### src/rtl/sdrc_init_seq.sv
// SDRAM power-up initialization sequencer: NOP wait, PRECHARGE-ALL, AUTO-REFRESH
// burst and MODE REGISTER SET, then hands the command bus to the core controller.
`timescale 1ns/1ps

module sdrc_init_seq #(
    parameter int PWR_WAIT = 500,
    parameter int AREF_CNT = 2
) (
    input  logic        sdram_clk,
    input  logic        sdram_resetn,
    input  logic        cfg_sdr_en,
    input  logic [12:0] cfg_sdr_mode_reg,
    input  logic [3:0]  cfg_sdr_trp_d,
    input  logic [3:0]  cfg_sdr_trfc_d,
    input  logic [3:0]  cfg_sdr_tmrd_d,
    output logic        sdr_cke,
    output logic        sdr_cs_n,
    output logic        sdr_ras_n,
    output logic        sdr_cas_n,
    output logic        sdr_we_n,
    output logic [12:0] sdr_addr,
    output logic [1:0]  sdr_ba,
    output logic        sdr_init_done,
    output logic        sdr_init_err
);

    typedef enum logic [3:0] {
        ST_IDLE,
        ST_PWR_WAIT,
        ST_PRE,
        ST_WAIT_TRP,
        ST_AREF,
        ST_WAIT_TRFC,
        ST_MRS,
        ST_WAIT_TMRD,
        ST_DONE,
        ST_ERR
    } state_t;

    localparam logic [15:0] PWR_LOAD = (PWR_WAIT > 0) ? 16'(PWR_WAIT - 1) : 16'd0;
    localparam logic [3:0]  AREF_N   = 4'(AREF_CNT);

    localparam logic [3:0] CMD_NOP  = 4'b0111;
    localparam logic [3:0] CMD_PRE  = 4'b0010;
    localparam logic [3:0] CMD_AREF = 4'b0001;
    localparam logic [3:0] CMD_MRS  = 4'b0000;

    state_t      state;
    logic [15:0] cnt;
    logic [3:0]  aref_done;
    logic [3:0]  trp_q;
    logic [3:0]  trfc_q;
    logic [3:0]  tmrd_q;
    logic [12:0] mode_q;
    logic        cas_legal;

    // Wait counters count down to zero; a programmed delay of 0 behaves like 1.
    function automatic logic [15:0] delay_load(input logic [3:0] d);
        return (d == 4'd0) ? 16'd0 : {12'd0, d - 4'd1};
    endfunction

    assign cas_legal = (mode_q[6:4] == 3'd2) || (mode_q[6:4] == 3'd3);

    // Every output is registered together with the state that produces it, so the
    // command seen on the bus always belongs to the state just entered.
    always_ff @(posedge sdram_clk or negedge sdram_resetn) begin
        if (!sdram_resetn) begin
            state         <= ST_IDLE;
            cnt           <= 16'd0;
            aref_done     <= 4'd0;
            trp_q         <= 4'd0;
            trfc_q        <= 4'd0;
            tmrd_q        <= 4'd0;
            mode_q        <= 13'd0;
            sdr_cke       <= 1'b0;
            {sdr_cs_n, sdr_ras_n, sdr_cas_n, sdr_we_n} <= CMD_NOP;
            sdr_addr      <= 13'd0;
            sdr_ba        <= 2'd0;
            sdr_init_done <= 1'b0;
            sdr_init_err  <= 1'b0;
        end else begin
            sdr_cke  <= 1'b1;
            {sdr_cs_n, sdr_ras_n, sdr_cas_n, sdr_we_n} <= CMD_NOP;
            sdr_addr <= 13'd0;
            sdr_ba   <= 2'd0;

            case (state)
                ST_IDLE: begin
                    sdr_cke <= cfg_sdr_en;
                    if (cfg_sdr_en) begin
                        trp_q  <= cfg_sdr_trp_d;
                        trfc_q <= cfg_sdr_trfc_d;
                        tmrd_q <= cfg_sdr_tmrd_d;
                        mode_q <= cfg_sdr_mode_reg;
                        cnt    <= PWR_LOAD;
                        state  <= ST_PWR_WAIT;
                    end
                end
                ST_PWR_WAIT: begin
                    if (cnt == 16'd0) begin
                        state    <= ST_PRE;
                        {sdr_cs_n, sdr_ras_n, sdr_cas_n, sdr_we_n} <= CMD_PRE;
                        sdr_addr <= 13'h0400;
                    end else begin
                        cnt <= cnt - 16'd1;
                    end
                end
                ST_PRE: begin
                    cnt   <= delay_load(trp_q);
                    state <= ST_WAIT_TRP;
                end
                ST_WAIT_TRP: begin
                    if (cnt == 16'd0) begin
                        state <= ST_AREF;
                        {sdr_cs_n, sdr_ras_n, sdr_cas_n, sdr_we_n} <= CMD_AREF;
                    end else begin
                        cnt <= cnt - 16'd1;
                    end
                end
                ST_AREF: begin
                    aref_done <= aref_done + 4'd1;
                    cnt       <= delay_load(trfc_q);
                    state     <= ST_WAIT_TRFC;
                end
                // After the last refresh the CAS latency decides between MRS and ERR.
                ST_WAIT_TRFC: begin
                    if (cnt != 16'd0) begin
                        cnt <= cnt - 16'd1;
                    end else if (aref_done < AREF_N) begin
                        state <= ST_AREF;
                        {sdr_cs_n, sdr_ras_n, sdr_cas_n, sdr_we_n} <= CMD_AREF;
                    end else if (cas_legal) begin
                        state    <= ST_MRS;
                        {sdr_cs_n, sdr_ras_n, sdr_cas_n, sdr_we_n} <= CMD_MRS;
                        sdr_addr <= mode_q;
                    end else begin
                        state        <= ST_ERR;
                        sdr_init_err <= 1'b1;
                    end
                end
                ST_MRS: begin
                    cnt   <= delay_load(tmrd_q);
                    state <= ST_WAIT_TMRD;
                end
                ST_WAIT_TMRD: begin
                    if (cnt == 16'd0) begin
                        state         <= ST_DONE;
                        sdr_init_done <= 1'b1;
                    end else begin
                        cnt <= cnt - 16'd1;
                    end
                end
                ST_DONE: ;
                ST_ERR: ;
                default: state <= ST_IDLE;
            endcase
        end
    end

endmodule
### config.mk
export PLATFORM = sky130hd
export DESIGN_NAME = sdrc_init_seq
export DESIGN_NICKNAME = d
export VERILOG_FILES = /design/src/rtl/sdrc_init_seq.sv
export SDC_FILE = /design/constraint.sdc
export NUM_CORES = 1
export LEC_CHECK = 0
export BUFFER_PORTS_ARGS = -buffer_cell sky130_fd_sc_hd__buf_2
export CORE_MARGIN = 8
export CORE_UTILIZATION = 56
export DETAILED_ROUTE_END_ITERATION = 16
export GPL_TIMING_DRIVEN = 0
export PLACE_DENSITY_LB_ADDON = 0.15
export SYNTH_ARGS = -nofsm -noshare
export SYNTH_HDL_FRONTEND = slang
export SYNTH_SLANG_ARGS = --single-unit
export TNS_END_PERCENT = 20
### constraint.sdc
create_clock -name sdram_clk -period 2.5 [get_ports sdram_clk]
set_clock_uncertainty 0.1 [all_clocks]
set_input_delay 0.375 -clock sdram_clk [delete_from_list [all_inputs] [get_ports sdram_clk]]
set_output_delay 0.375 -clock sdram_clk [all_outputs]
set_load 0.01 [all_outputs]
# After elaboration in Yosys (flattened, before gate mapping)
# Index checks and enable logic that the tools add are counted.
# op_classes
reduce_logical	16
eq_ne	18
bitwise	4
muxes	30
order_cmp	1
n_addsub	5
# op_table
cell	count
one-hot mux 16 bit (6 select lines)	1
two-way mux 16 bit	3
two-way mux 4 bit	10
two-way mux 13 bit	3
one-hot mux 4 bit (9 select lines)	1
one-hot mux 13 bit (2 select lines)	1
== test 4 x 3 -> 1 bit (second input constant)	4
logical NOT 16 bit	1
logical NOT 4 bit	4
nonzero test 16 bit	1
subtractor 16 x 1 -> 16 bit (second input constant)	1
inequality test 2 bit (second input constant)	7
subtractor 4 x 1 -> 4 bit (second input constant)	3
two-way mux 11 bit	1
== test 4 x 2 -> 1 bit (second input constant)	2
== test 4 bit (second input constant)	2
AND reduction 4 bit	2
two-way mux 1 bit	7
== test 3 x 2 -> 1 bit (second input constant)	2
one-hot mux 1 bit (2 select lines)	3
AND reduction 6 bit	1
nonzero test 6 bit	1
adder 4 x 1 -> 4 bit (second input constant)	1
== test 4 x 1 -> 1 bit (second input constant)	1
6 further kinds	11
# word_totals
out_inout_bits	22
register_bits	68
inputBits	28

# Depth between registers and ports, before layout
# depth
ltp_word	6
depth_mapped	8

# Worst setup path before layout
# OpenSTA, ideal clock, no wires.
# synth_path
path_type	reg-to-reg
start	reg cnt[0]
end	reg cnt[14]
path_buffers	0
required_time_ns	2.271
setup_slack_ns	0.520
t_arrival_ns	1.751
stages_incl_launch_ff	8
synth_period_minus_slack_ns	1.980
path_cell_list	dfrtp_1 -> inv_1 -> ha_1 -> or3b_2 -> nor3_1 -> a21oi_1 -> o21ai_0 -> o21ai_0
# synth_via
elab_chain_len	3
elab_cells_between_ends	9
classes_between	add/sub: 1; eq/ne: 2; mux: 3; reduce/logical: 3
# synth_lines
element	line	text
start, declared	49	logic [15:0] cnt;
start signal, assigned	105	cnt <= cnt - 16'd1;
start signal, assigned	109	cnt <= delay_load(trp_q);
start signal, assigned	117	cnt <= cnt - 16'd1;
subtractor 16 x 1 -> 16 bit, or another cell as far along	n/a	
two-way mux 16 bit, or another cell as far along	100, 113, 146	
one-hot mux 16 bit (6 select lines) / AND reduction 4 bit (equally long branches)	n/a	
# Several ways; a longest one is shown, not always the timed one. The select of a mux whose other input is x is not followed.
# A chain may end at the register's enable or synchronous reset.

# Final worst setup path
# Ends and elaborated chain as after synthesis.

==> results <==
- The run finished with clean final reports.
- The floorplan step defined a core boundary enclosing 0.00582 mm2.
- The routed layout has 2413 vias.
- The fraction of layout cells with a size suffix above 1 is 32.2%.
- The number of antenna-violating nets in the routed design is 0.
- The TritonCTS clock tree is done.
- The synthesized netlist devotes 17.7% of its cell area to simple gates.
- The total half-perimeter wirelength after legalization and detailed placement is 4.64 mm.
- The startpoint type of the worst setup path is a register.
- Setup violations remaining at the end of the flow were counted as 0.
- The share of the yosys chip area belonging to registers is 51.8%.
- The type of the worst setup path is register to register.
- The buffer levels on the longest clock path is 2.
- Entering global routing, the biggest net connects 69 pins.
- Across all hold checks on the routed design, the worst slack comes to 0.0296 ns.
- The pre-antenna-repair detailed-routing pass consisted of 4 iterations.
- The initial antenna violation count is 0.
- The number of distinct library cells after synthesis is 52.
- The number of DRC markers after the initial detailed-route iteration is 150.
- The final layout contains 398 nets.
- The global routing usage summed across all routing layers is 16.1%.
- A synthesized cell averages 10.9 um2.
- Max-cap violations in this run came to 0.
- The number of buffer cells added on primary ports is 46.
- The fraction of synthesis flops using an asynchronous set or reset pin is 100%.
- The endpoint type of the worst setup path is a register.
- The type of the tightest min-delay check is primary input to async pin.
- The adder-cell share of the synthesized area is 3.04%.
- The synthesized design contains 68 register bits.
- The design draws 0.00391 W.
- The filler cells instantiated in the layout total between 400 and 500.
- The number of pins exceeding their max-slew limit in the final report is 0.
- Post-CTS timing repair inserted 0 buffers for setup.
- Clock-pin slew was measured on the worst setup and hold paths at 0.08 ns.
- The via count of the first global-routing pass was 2396.
- The fraction of the cycle the final worst path needs is about nine tenths.
- For this design the ratio of total power to cell area is 1010 mW/mm2.
- The first global-routing pass estimated 11.1 mm of wire.
- sky130_fd_sc_hd__dfrtp_1 takes more of the synthesized area than any other cell.
- The dominant combinational cell family by area after synthesis is simple AND/OR/NAND/NOR gates.
- At the worst endpoint, the required time is 2.62 ns.
- The number of remaining DRC errors is 0.
- The portion of synthesized area spent on multiplexers is approximately a tenth.
- The fmax is around 0.45 GHz.
- The total standard cell area after synthesis is approximately 0.0033 mm2.
- The post-synthesis compound-gate area fraction is 11.6%.
- The headroom to the max-slew limit is 45.8%.
- In this run the static leakage power is 1.78 nW.
- The number of flops mapped to enable cells by yosys is 0.
- Of all nets on the critical path, the largest fanout is 5.
- The weighted congestion reported at the end of routability-driven placement is 0.842.
- The number of instances in the synthesized netlist is 302.
- The H-tree level count is 3.
- The floorplan step set the die height to 92.7 um.
- The repair_antennas step left the layout with diodes totalling 0.
- Dividing the detail-routed wire length by the instance count gives 14.7 um.
- From synthesis to final layout, the design area changed by 17.2%.
- After Yosys synthesis, XOR and XNOR cells account for ~2.7% of the synthesized area.
- From left edge to right edge, the die measures 92.7 um.
- The count of yosys warnings during synthesis is 0.
- After the flow finishes, the layout carries non-filler instances totaling about 440.
- The total negative slack for setup checks is 0 ns.
- After detailed routing, the total wire length is 6.52 mm.
- For the pin with the worst max-slew slack, the measured transition is 0.813 ns.
- Setup repair after global routing left no endpoint under its margin.
- The final critical path time including I/O delays and setup is about 2.2 ns.
- Pin placement for this block handled 50 I/O pins.
- The cell sitting at the root of the clock tree is a sky130_fd_sc_hd__clkbuf_8.
- The later-pin clock latency in the skew report is 0.34 ns.
- The area fraction of the dominant cell type after synthesis is 49.4%.
- The worst slack after detailed placement is 0.215 ns.
- The tree built by TritonCTS fans out to 68 sinks.
- After layout, the worst setup slack is between 0.2 and 0.3 ns.
- For this run, the leading register cell type out of synthesis is sky130_fd_sc_hd__dfrtp_1.
- The data arrival time of the worst path is between 2 and 2.5 ns.
- The total placed cells including tap cells is 426.
- The effective utilization at floorplan is 56.6%.
- The final hold violation count was 0.
- IR analysis of the VDD net gives a maximum drop of roughly 0.00065 V.
- TritonCTS created 9 clock buffers.
- By area the synthesized netlist is led by sky130_fd_sc_hd__dfrtp_1 (49%), sky130_fd_sc_hd__mux2_2 (9.2%), sky130_fd_sc_hd__ha_1 (3.0%).
- After detailed routing, the number of vias per cell comes to 5.46.
- The total congestion overflow after global routing is 0.
- The number of placement rows is 28.
- The die covers about 0.0086 mm2.
-- worst max-delay path, cell delays in order, from the launching register on --
cell and delay, ns:
sky130_fd_sc_hd__dfrtp_1 0.42, sky130_fd_sc_hd__inv_1 0.09, sky130_fd_sc_hd__ha_1 0.20, sky130_fd_sc_hd__or3b_2 0.51, sky130_fd_sc_hd__nor3_1 0.44, sky130_fd_sc_hd__a21oi_1 0.12, sky130_fd_sc_hd__o21ai_0 0.14, sky130_fd_sc_hd__o21ai_0 0.09
-- synth_stat cells (3+ instances only) --
cell type / count
sky130_fd_sc_hd__ha_1: 8
sky130_fd_sc_hd__or3b_2: 3
sky130_fd_sc_hd__or4_1: 3
sky130_fd_sc_hd__or3_1: 3
sky130_fd_sc_hd__and2_1: 10
sky130_fd_sc_hd__a211oi_1: 3
sky130_fd_sc_hd__o22ai_1: 9
sky130_fd_sc_hd__inv_1: 14
sky130_fd_sc_hd__nand4_1: 3
sky130_fd_sc_hd__nand3_1: 3
sky130_fd_sc_hd__nand2b_1: 4
sky130_fd_sc_hd__mux2_2: 27
sky130_fd_sc_hd__nor3_1: 10
sky130_fd_sc_hd__nand2_1: 17
sky130_fd_sc_hd__clkbuf_1: 4
sky130_fd_sc_hd__nor4_1: 4
sky130_fd_sc_hd__nor2_1: 20
sky130_fd_sc_hd__buf_4: 3
sky130_fd_sc_hd__xnor2_1: 8
sky130_fd_sc_hd__dfrtp_1: 65
sky130_fd_sc_hd__a21oi_1: 14
sky130_fd_sc_hd__nor2b_1: 4
sky130_fd_sc_hd__buf_2: 6
sky130_fd_sc_hd__o21ai_0: 18
sky130_fd_sc_hd__o31ai_1: 3
sky130_fd_sc_hd__dfstp_2: 3
-- state kept, by name, summed over array words and instances (netlist names), 4 cells and up --
signal,count
cnt,16
mode_q,13
sdr_addr,13
aref_done,4
state,4
tmrd_q,4
trfc_q,4
trp_q,4
-- layer usage --
layer  share of wire [%]  track usage (%)  wire length, um  vias to the layer above
li1                    -                -                -                     1200
met1                  47             20.5             3060                     1149
met2                  46             25.7             2970                       57
met3                 6.0             3.96              394                        7
met4                 1.4             6.44               94                        0
met5                   0                0                0                        -
-- kinds of logic after synthesis --
group           count (synthesis)
simple gates                   99
xor+xnor                       10
fa+ha+maj                       8
mux                            28
compound gates                 61
buf+inv                        27
flops                          68
other cells                     1
-- cell type report --
type | count | area [um2] | share of cell area, %
buffer | 13 | 67.6 | 1.75
timing repair buffer | 46 | 233 | 6.03
multi-input combinational | 210 | 1490 | 38.5
clock inverter | 7 | 98.8 | 2.56
clock buffer | 9 | 124 | 3.21
inverter | 14 | 52.6 | 1.36
sequential | 68 | 1710 | 44.2
tap | 75 | 93.8 | 2.43
-- where the power goes --
group / internal [W] / switching, W
clock: 0.000568 / 0.000440
combinational: 0.000598 / 0.000537
sequential: 0.00144 / 0.000326
-- cells in the final DEF, fill, tap and decap left out, types with 4 or more instances in the layout --
| cell type | count |
|---|---|
| sky130_fd_sc_hd__conb_1 | 4 |
| sky130_fd_sc_hd__and2_1 | 10 |
| sky130_fd_sc_hd__buf_4 | 4 |
| sky130_fd_sc_hd__xnor2_1 | 8 |
| sky130_fd_sc_hd__o22ai_1 | 9 |
| sky130_fd_sc_hd__nor2_1 | 20 |
| sky130_fd_sc_hd__dfrtp_1 | 65 |
| sky130_fd_sc_hd__nor4_1 | 4 |
| sky130_fd_sc_hd__nor2b_1 | 4 |
| sky130_fd_sc_hd__o21ai_0 | 18 |
| sky130_fd_sc_hd__mux2_2 | 27 |
| sky130_fd_sc_hd__ha_1 | 8 |
| sky130_fd_sc_hd__a21oi_1 | 14 |
| sky130_fd_sc_hd__inv_1 | 14 |
| sky130_fd_sc_hd__nor3_1 | 10 |
| sky130_fd_sc_hd__clkbuf_8 | 9 |
| sky130_fd_sc_hd__nand2_1 | 17 |
| sky130_fd_sc_hd__clkbuf_1 | 4 |
| sky130_fd_sc_hd__buf_2 | 51 |
| sky130_fd_sc_hd__nand2b_1 | 4 |
-- worst paths after layout --
check	start	endpoint	slack, ns	cells past startpoint
hold / removal	sdram_resetn	mode_q[6]$_DFFE_PN0P_	0.03	1
setup / recovery	cnt[0]$_DFFE_PN0P_	cnt[14]$_DFFE_PN0P_	0.26	7
max in group asynchronous	sdram_resetn	trp_q[2]$_DFFE_PN0P_	1.74	1
setup reg to reg	cnt[0]$_DFFE_PN0P_	cnt[14]$_DFFE_PN0P_	0.26	7
min in group sdram_clk	cfg_sdr_mode_reg[2]	mode_q[2]$_DFFE_PN0P_	0.16	2
hold reg to reg	sdr_init_done$_DFFE_PN0P_	sdr_init_done$_DFFE_PN0P_	0.36	1
-- through the flow --
step	cell area [um2]	util [%]
after CTS	3850	66.3
after detailed placement	3630	62.5
after global placement	3630	62.4
after global routing	3860	66.4
after floorplan	3310	-
final	3860	66.4
-- what timing repair did --
| action | in CTS | in global routing |
|---|---|---|
| hold buffers | 0 | 0 |
| setup endpoints to repair | 0 | 4 |
| gates resized for setup | 0 | 1 |
No activity file was read; power rests on OpenSTA's default activity.
